File: config.mk
export PLATFORM = sky130hd
export DESIGN_NAME = systolic_layer_ctrl
export DESIGN_NICKNAME = d
export VERILOG_FILES = /design/src/rtl/systolic_layer_ctrl.sv
export SDC_FILE = /design/constraint.sdc
export NUM_CORES = 1
export LEC_CHECK = 0
export CORE_ASPECT_RATIO = 0.8
export CORE_UTILIZATION = 50
export CTS_BUF_LIST = sky130_fd_sc_hd__clkbuf_16
export DETAILED_ROUTE_END_ITERATION = 16
export PLACE_DENSITY = 0.8
export SYNTH_ARGS = -nofsm -noshare
export SYNTH_HDL_FRONTEND = slang
export SYNTH_SLANG_ARGS = --single-unit
File: constraint.sdc
create_clock -name clk -period 2.9 [get_ports clk]
set_input_delay 0.29 -clock clk [delete_from_list [all_inputs] [get_ports clk]]
set_output_delay 0.29 -clock clk [all_outputs]
set_load 0.02 [all_outputs]
File: src/rtl/systolic_layer_ctrl.sv
// Layer sequencer for the systolic MAC array: preload, layer stream, input feed, drain, per layer.
// Optional ready-wait timeout enabled by defining LAYER_CTRL_TIMEOUT_EN.
module systolic_layer_ctrl #(
  parameter int unsigned N_MACS      = 4,
  parameter int unsigned IN_DEPTH    = 256,
  parameter int unsigned DRAIN_CYC   = 8,
  parameter int unsigned TIMEOUT_CYC = 16
) (
  input  logic                      clk,
  input  logic                      rst_n,
  input  logic                      start,
  input  logic                      abort,
  input  logic [7:0]                cfg_layers,
  input  logic [$clog2(IN_DEPTH):0] cfg_inputs,
  output logic [2:0]                load,
  input  logic                      load_ready,
  input  logic                      layer_ready,
  output logic                      in_load_en,
  output logic                      busy,
  output logic                      done,
  output logic                      err,
  output logic [7:0]                layer_idx
);

  localparam int unsigned IW      = $clog2(IN_DEPTH) + 1;
  localparam int unsigned StrmCyc = N_MACS / 2;
  localparam int unsigned Lim0    = (StrmCyc > DRAIN_CYC) ? StrmCyc : DRAIN_CYC;
  localparam int unsigned Lim1    = (Lim0 > TIMEOUT_CYC) ? Lim0 : TIMEOUT_CYC;
  localparam int unsigned CW0     = $clog2(Lim1 + 1);
  localparam int unsigned CW      = (CW0 > IW) ? CW0 : IW;

  localparam logic [CW-1:0] StrmLast  = CW'(StrmCyc - 1);
  localparam logic [CW-1:0] DrainLast = CW'(DRAIN_CYC - 1);
`ifdef LAYER_CTRL_TIMEOUT_EN
  localparam logic [CW-1:0] WaitLast  = CW'(TIMEOUT_CYC - 1);
`endif

  typedef enum logic [3:0] {
    StIdle, StWReq, StWWait, StWStrm, StLReq, StLWait, StLStrm, StFeed, StDrain, StFin
  } state_e;

  state_e          state;
  logic [CW-1:0]   cnt;
  logic [7:0]      layers_q;
  logic [IW-1:0]   inputs_q;
  logic [CW-1:0]   feed_last;
  logic            more_layers;

  assign feed_last   = CW'(inputs_q) - CW'(1);
  assign more_layers = ({1'b0, layer_idx} + 9'd1) < {1'b0, layers_q};

  always_ff @(posedge clk or negedge rst_n) begin
    if (!rst_n) begin
      state      <= StIdle;
      cnt        <= '0;
      layers_q   <= '0;
      inputs_q   <= '0;
      load       <= 3'b000;
      in_load_en <= 1'b0;
      busy       <= 1'b0;
      done       <= 1'b0;
      layer_idx  <= '0;
`ifdef LAYER_CTRL_TIMEOUT_EN
      err        <= 1'b0;
`endif
    end else begin
      // Command and pulse outputs are single-cycle unless re-armed below.
      load       <= 3'b000;
      in_load_en <= 1'b0;
      done       <= 1'b0;
      if (abort) begin
        state <= StIdle;
        busy  <= 1'b0;
      end else begin
        unique case (state)
          StIdle: begin
            if (start) begin
              layers_q  <= cfg_layers;
              inputs_q  <= cfg_inputs;
              layer_idx <= '0;
              busy      <= 1'b1;
              cnt       <= '0;
`ifdef LAYER_CTRL_TIMEOUT_EN
              err       <= 1'b0;
`endif
              if (cfg_layers == 8'd0) begin
                state <= StFin;
              end else begin
                state <= StWReq;
                load  <= 3'b001;
              end
            end
          end
          StWReq: begin
            state <= StWWait;
            cnt   <= '0;
          end
          StWWait: begin
            if (load_ready) begin
              state <= StWStrm;
              cnt   <= '0;
`ifdef LAYER_CTRL_TIMEOUT_EN
            end else if (cnt == WaitLast) begin
              state <= StIdle;
              busy  <= 1'b0;
              err   <= 1'b1;
`endif
            end else begin
              cnt <= cnt + CW'(1);
            end
          end
          StWStrm: begin
            if (cnt == StrmLast) begin
              state <= StLReq;
              load  <= 3'b010;
            end else begin
              cnt <= cnt + CW'(1);
            end
          end
          StLReq: begin
            state <= StLWait;
            cnt   <= '0;
          end
          StLWait: begin
            if (layer_ready) begin
              state <= StLStrm;
              cnt   <= '0;
`ifdef LAYER_CTRL_TIMEOUT_EN
            end else if (cnt == WaitLast) begin
              state <= StIdle;
              busy  <= 1'b0;
              err   <= 1'b1;
`endif
            end else begin
              cnt <= cnt + CW'(1);
            end
          end
          StLStrm: begin
            if (cnt == StrmLast) begin
              cnt <= '0;
              if (inputs_q == '0) begin
                state <= StDrain;
              end else begin
                state      <= StFeed;
                in_load_en <= 1'b1;
              end
            end else begin
              cnt <= cnt + CW'(1);
            end
          end
          StFeed: begin
            // in_load_en is registered, so arm the next pulse while pulses remain.
            if (cnt == feed_last) begin
              state <= StDrain;
              cnt   <= '0;
            end else begin
              cnt        <= cnt + CW'(1);
              in_load_en <= 1'b1;
            end
          end
          StDrain: begin
            if (cnt == DrainLast) begin
              cnt <= '0;
              if (more_layers) begin
                layer_idx <= layer_idx + 8'd1;
                state     <= StWReq;
                load      <= 3'b001;
              end else begin
                state <= StFin;
              end
            end else begin
              cnt <= cnt + CW'(1);
            end
          end
          StFin: begin
            state <= StIdle;
            busy  <= 1'b0;
            done  <= 1'b1;
          end
          default: begin
            state <= StIdle;
            busy  <= 1'b0;
          end
        endcase
      end
    end
  end

`ifndef LAYER_CTRL_TIMEOUT_EN
  assign err = 1'b0;
`endif

endmodule

==> results of run 1 <==
[flip-flops by register name, indices dropped and copies added (netlist names)]
register / cells
busy: 1
cnt: 9
done: 1
in_load_en: 1
inputs_q: 9
layer_idx: 8
layers_q: 8
load: 2
state: 4
[routing by layer]
layer / vias up / GRT usage / share of wire
li1: 1244 / - / -
met1: 1218 / 0.3848 / 0.48
met2: 120 / 0.3675 / 0.42
met3: 10 / 0.06147 / 0.090
met4: 0 / 0.07286 / 0.014
met5: - / 0 / 0
[cells by family (layout without fill, tap and decap cells)]
group,count (synthesis),count (layout)
AOI/OAI and AO/OA,72,73
xor gates and xnor gates,13,13
adders and majority gates,11,11
buffers and inverters,37,76
DFF,43,43
muxes,17,17
other,1,2
and+or+nand+nor,126,126
[worst max-delay path by stage]
| stage | from | end | slack (ns) | depth (start not counted) |
|---|---|---|---|---|
| finish | inputs_q[0] | state[2] | 0.21 | 8 |
| floorplan | layer_idx[0] | layer_idx[2] | 0.16 | 11 |
| CTS | layer_idx[2] | layer_idx[7] | 0.04 | 10 |
| global placement | layer_idx[2] | layer_idx[0] | 0.15 | 11 |
| detailed placement | layer_idx[3] | layer_idx[7] | 0.06 | 10 |
| global route | layer_idx[2] | layer_idx[6] | 0.003 | 11 |
[metrics by stage]
step                      instance area [um2]  total power, mW  worst slack [ns]
after floorplan                          2905            1.737            0.1649
after global placement                   3361            1.967            0.1488
after detailed placement                 3361            2.032           0.06229
after CTS                                3520            2.666           0.03867
after global routing                     3560            2.877          0.003275
final                                    3560            2.682            0.2092
[power groups by stage]
| stage | Sequential (mW) | Clock [mW] | Combinational [mW] |
|---|---|---|---|
| 2_1_floorplan | 0.884 | 0 | 0.853 |
| 3_3_place_gp | 0.936 | 0 | 1.03 |
| 3_5_place_dp | 0.952 | 0 | 1.08 |
| 4_1_cts | 0.939 | 0.631 | 1.10 |
| 5_1_grt | 0.971 | 0.659 | 1.25 |
| 6_report | 0.943 | 0.619 | 1.12 |
[layout by cell type, fill, tap and decap left out, types with 4 or more instances in the layout]
master	netlist	layout
or3_1	4	4
clkbuf_16	0	5
buf_4	2	12
a211oi_1	7	7
clkdlybuf4s50_1	0	34
dfrtp_1	43	42
inv_1	22	23
o31ai_1	4	4
mux2_2	17	17
o211ai_1	7	7
a31oi_1	6	6
ha_1	11	10
nand2_1	28	28
xnor2_1	6	4
nor4_1	6	6
nand2b_1	8	8
o21ai_0	14	14
and3_1	5	5
a21oi_1	11	11
xor2_1	6	6
nand3_1	12	12
nor3_1	11	11
nor2_1	23	23
[area by class of cell]
class,count,area [um2],area share
well taps,78,97.59,0.02742
multi-input cells,242,1708,0.4798
inverters,22,82.58,0.02320
repair buffers,47,435.4,0.1223
clock inverters,2,33.78,0.009490
flip-flops and latches,43,1077,0.3026
clock buffers,5,125.1,0.03515
[worst reg2reg max path, delay by kind of cell (launching register included)]
kind | cells | cell delay [ns]
buf+inv | 1 | 0.08
compound gates | 2 | 0.51
fa+ha+maj | 1 | 0.26
flops | 1 | 0.43
xor+xnor | 1 | 0.16
simple gates | 3 | 1.14
==> run_results.csv, run 1 <==
group,metric,value,unit
status,status,"finished clean",
critical_path,crit_buf_inv,1,
timing,setup_viol,0,
clock_network,cts_resized,0,
synth,yosysSeqAreaShare,0.3708,
timing,drv_slew,0,
floorplanning,die_y,70.14,um
timing,fmaxAchievable,0.3716,GHz
layout,fin_nets,395,
timing,hold_ws,0.1617,ns
critical_path,cp-end-kind,"flip-flop",
power,seqPwrFrac,0.352,
power,leakage,1.505,nW
place,dpl.cell_count,431,
global_routing,grt_usage,0.2569,
synth,ys_types,61,
layout,fin_util,0.6442,
power,power.internal,1.674,mW
layout,drive_gt1_frac,0.1607,
synth,synth_fa_ha_area_frac,0.04743,
synth,synth_enable_flop_cells,0,
drt,ant_nets,0,
critical_path,worstSetupStartpointType,"flip-flop",
timing,rsz0062_at_grt,"no",
synth,synthTopCellsByCount,"43 x dfrtp_1, 28 x nand2_1, 23 x nor2_1, 22 x inv_1, 17 x mux2_2",
worst_hold_path,hold_class,"in -> async",
floorplanning,rows,24,
synth,synth-compound-area-share,0.1677,
clock_network,clk_pin_slew,0.06,ns
critical_path,cp.required,3.06,ns
critical_path,rr_startpoint,"inputs_q[0]",
synth,synth_largest_area_cell,"dfrtp_1",
timing,timing.final.crit_share,0.9279,
synth,netlist_instances,320,
global_routing,grt_overflow,0,
place,place_congestion,0.8971,
drt,num_vias,2592,
floorplanning,core,0.005525,mm2
layout,n_fill_cell,465,
synth,synthSimpleGateAreaFrac,0.2497,
power,peakVddDrop,0.4373,mV
floorplanning,io_pins,38,
critical_path,crit_family,"simple AND/OR/NAND/NOR gates",
timing,finalSetupTns,0,ns
power,pwr-share-clk,0.231,
global_routing,grt_pass1_wl,12060,um
drt,firstDrtPassIters,5,
floorplanning,die_area,0.006114,mm2
global_routing,grt_start_max_net_pins,44,
timing,hold_viol_final,0,
clock_network,post_cts_buffers,0,
critical_path,crit_chain,"inv_1, ha_1, or4b_1, or3_4, xnor2_2, and2_2, a31o_2, a211oi_1",
global_routing,antenna_found_initial,0,
global_routing,grt_pass1_vias,2421,
power,p_sw,1.007,mW
synth,synth_top_family_by_area,"simple AND/OR/NAND/NOR gates",
layout,n_antenna_cell,0,
drt,finalWirelength,7079,um
synth,ys_top_cells_by_area,"dfrtp_1 37%, mux2_2 6.6%, ha_1 4.7%",
clock_network,cts-root-buf,"clkbuf_16",
timing,slew_headroom,0.3625,
layout,area_growth,22.68,%
floorplanning,initial_utilization,0.5251,
timing,clock_skew,0.003684,ns
synth,ys.flop_type,"dfrtp_1",
synth,yosys.area.top_type_share,0.3708,
synth,synth-xor-area-share,0.04183,
drt,drt_iter0_drc,235,
critical_path,crit_fanout,6,
power,p_per_area,753.3,mW/mm2
timing,period_minus_slack,2.691,ns
timing,worst_pin_slew,0.9563,ns
power,swShare,0.3756,
drt,wl_per_cell,16.13,um
clock_network,cts_made_buffers,5,
clock_network,cts_max_level,2,
power,power.combinational.fraction,0.417,
synth,avgSynthCellArea,9.067,um2
clock_network,clk-insertion-delay-late,0.28,ns
clock_network,cts.sinks,43,
synth,async_reset_ff_frac,1.000,
critical_path,crit-reg2reg-capture,"state[2]",
critical_path,crit_type,"reg -> reg",
synth,synth_most_common_cell,"dfrtp_1",
clock_network,clockBufferDepth,2,
synth,yosys_warnings,0,
synth,yosys-mux-area-fraction,0.06598,
place,hpwlAfterDp,5182,um
place,portBuffers,35,
drt,avgViaCountPerCell,5.904,
drt,route.detailed.drc,0,
floorplanning,die_x,87.17,um
synth,synthesis.area,0.002902,mm2
layout,fin_cells,439,
clock_network,hold_buffers,0,
clock_network,cts_tree,"done",
critical_path,rrSetupSlack,0.21,ns
critical_path,worstRegToRegCells,8,
critical_path,worstPathArrival,2.85,ns
critical_path,worst_path_largest_cell_delay,0.51,ns
flow_run,cap_violations,0,
synth,ys_seq_elements,43,
critical_path,cp_slowest_cell,"or4b_1",
(Power assumes the default switching activity.)
==> inputs of run 2 (changes only) <==
CAP_MARGIN = 10   (was not set)
==> results of run 2 <==
Same layout as run 1: the final DEF is identical, and so are final timing and power.
==> inputs of run 3 (changes only) <==
CORE_MARGIN = 5   (was not set)
SETUP_SLACK_MARGIN = 0.4   (was not set)
clock period = 3.43 ns   (was 2.9 ns; I/O delays follow)
==> run_results.csv, run 3 (synthesized netlist as in run 1, its figures left out) <==
group,metric,value,unit
status,status,"finished clean",
floorplanning,initial_utilization,0.5223,
timing,slew_headroom,0.3723,
timing,setup_viol,0,
critical_path,rr_startpoint,"cnt[0]",
layout,fin_nets,386,
critical_path,worst_path_largest_cell_delay,0.53,ns
drt,avgViaCountPerCell,5.804,
layout,layout_commonest_cell,"dfrtp_1",
layout,area_growth,18.76,%
layout,n_antenna_cell,0,
timing,clock_skew,0.003847,ns
global_routing,grt_overflow,0,
timing,fmaxAchievable,0.3574,GHz
place,portBuffers,35,
flow_run,cap_violations,0,
layout,final_cell_mix,"43 x dfrtp_1, 34 x clkdlybuf4s50_1, 28 x nand2_1",
clock_network,cts_max_level,2,
clock_network,cts_made_buffers,5,
global_routing,antenna_found_initial,0,
worst_hold_path,hold_class,"in -> async",
drt,drt_iter0_drc,268,
critical_path,cp-end-kind,"flip-flop",
drt,finalWirelength,6738,um
timing,hold_viol_final,0,
drt,top_layer_used,"met4",
drt,wl_met3,516,um
timing,timing.final.crit_share,0.8157,
floorplanning,die_x,95.17,um
layout,drive_gt1_frac,0.1282,
place,place_congestion,0.8661,
timing,drv_slew,0,
power,power.internal,1.321,mW
drt,firstDrtPassIters,4,
drt,num_vias,2490,
floorplanning,io_pins,38,
power,peakVddDrop,0.4001,mV
floorplanning,die_area,0.007436,mm2
critical_path,crit_type,"reg -> reg",
floorplanning,core,0.005555,mm2
critical_path,cp_slowest_cell,"nor4bb_1",
layout,fin_cells,429,
global_routing,grt_pass1_wl,11360,um
critical_path,worstSetupStartpointType,"flip-flop",
power,leakage,1.444,nW
clock_network,clk-insertion-delay-late,0.28,ns
critical_path,cp.required,3.60,ns
critical_path,rrSetupSlack,0.63,ns
clock_network,cts_tree,"done",
place,placed_area,0.003293,mm2
timing,rsz0062_at_grt,"no",
layout,reg_top3,"cnt (9), inputs_q (9)",
timing,finalSetupTns,0,ns
power,swShare,0.3830,
timing,period_minus_slack,2.798,ns
drt,route.detailed.drc,0,
layout,design_area,0.003446,mm2
power,pwr-share-clk,0.203,
critical_path,crit_fanout,6,
drt,ant_nets,0,
place,hpwlAfterDp,5025,um
place,dpl.cell_count,422,
drt,wl_per_cell,15.71,um
floorplanning,die_y,78.14,um
floorplanning,rows,24,
critical_path,startpoint,"cnt[0]",
drt,m1WireLength,3324,um
power,seqPwrFrac,0.381,
timing,fin_ws,0.6323,ns
clock_network,clk_pin_slew,0.06,ns
clock_network,cts.sinks,43,
global_routing,grt_pass1_vias,2361,
power,p_sw,819.6,uW
timing,worst_pin_slew,0.9415,ns
power,p_per_area,621.1,mW/mm2
global_routing,grt_start_max_net_pins,44,
timing,hold_ws,0.2055,ns
critical_path,worstPathArrival,2.96,ns
clock_network,clockBufferDepth,2,
global_routing,grt_usage,0.1916,
clock_network,cts-root-buf,"clkbuf_16",
drt,wl_met2,2845,um
power,power.combinational.fraction,0.416,
critical_path,crit-reg2reg-capture,"state[1]",
critical_path,crit_chain,"ha_1, nor4bb_1, a21oi_1, a221oi_1, nor3b_2, a31oi_1, a32o_1",
critical_path,worstRegToRegCells,7,
place,pre_cts_ws,0.5478,ns
run 3: cell types whose count changed in the layout (fill, tap and decap cells not counted), sizes merged:
cell    delta
o21ai      -1
buf        -8
bufinv     -1
run 3: power groups by stage:
stage                     clock network, mW  logic (mW)  registers [mW]
after floorplan                           0       0.721           0.747
after global placement                    0       0.838           0.810
after detailed placement                  0       0.871           0.821
after CTS                             0.447       0.880           0.813
after global routing                  0.470       0.982           0.843
final                                 0.435       0.889           0.816
run 3: worst max path at each step:
stage / cells past startpoint / end
6_report: 7 / state[1]
5_1_grt: 12 / layer_idx[6]
4_1_cts: 12 / layer_idx[5]
3_5_place_dp: 12 / layer_idx[5]
3_3_place_gp: 12 / layer_idx[6]
2_1_floorplan: 11 / layer_idx[2]
run 3: worst max-delay path, delay by kind of cell (launching register included):
kind	cells	cell delay [ns]
adders and majority gates	1	0.27
and+or+nand+nor	2	0.91
AOI/OAI and AO/OA	4	1.04
DFF	1	0.47
run 3: final cells by class:
| class | count | area [um2] |
|---|---|---|
| clock inverter | 1 | 3.754 |
| clock buffer | 5 | 125.1 |
| multi-input combinational | 241 | 1685 |
| sequential | 43 | 1076 |
| tap | 78 | 97.59 |
| fill | 471 | 2110 |
| inverter | 22 | 82.58 |
| timing repair buffer | 39 | 375.4 |
run 3: routing by layer:
metal / vias up / track usage
met5: - / 0
met4: 0 / 0.05908
met3: 4 / 0.04398
met2: 85 / 0.2600
met1: 1179 / 0.2975
li1: 1222 / -
run 3: what timing repair did:
item	4_1_cts	5_1_grt
setup buffers	0	1
resized for setup	0	3
endpoints found under the setup margin	0	8
hold buffers	0	0
run 3: through the flow:
stage,utilization,power [mW]
2_1_floorplan,-,1.468
3_3_place_gp,0.5928,1.648
3_5_place_dp,0.5928,1.692
4_1_cts,0.6160,2.139
5_1_grt,0.6203,2.294
6_report,0.6203,2.140
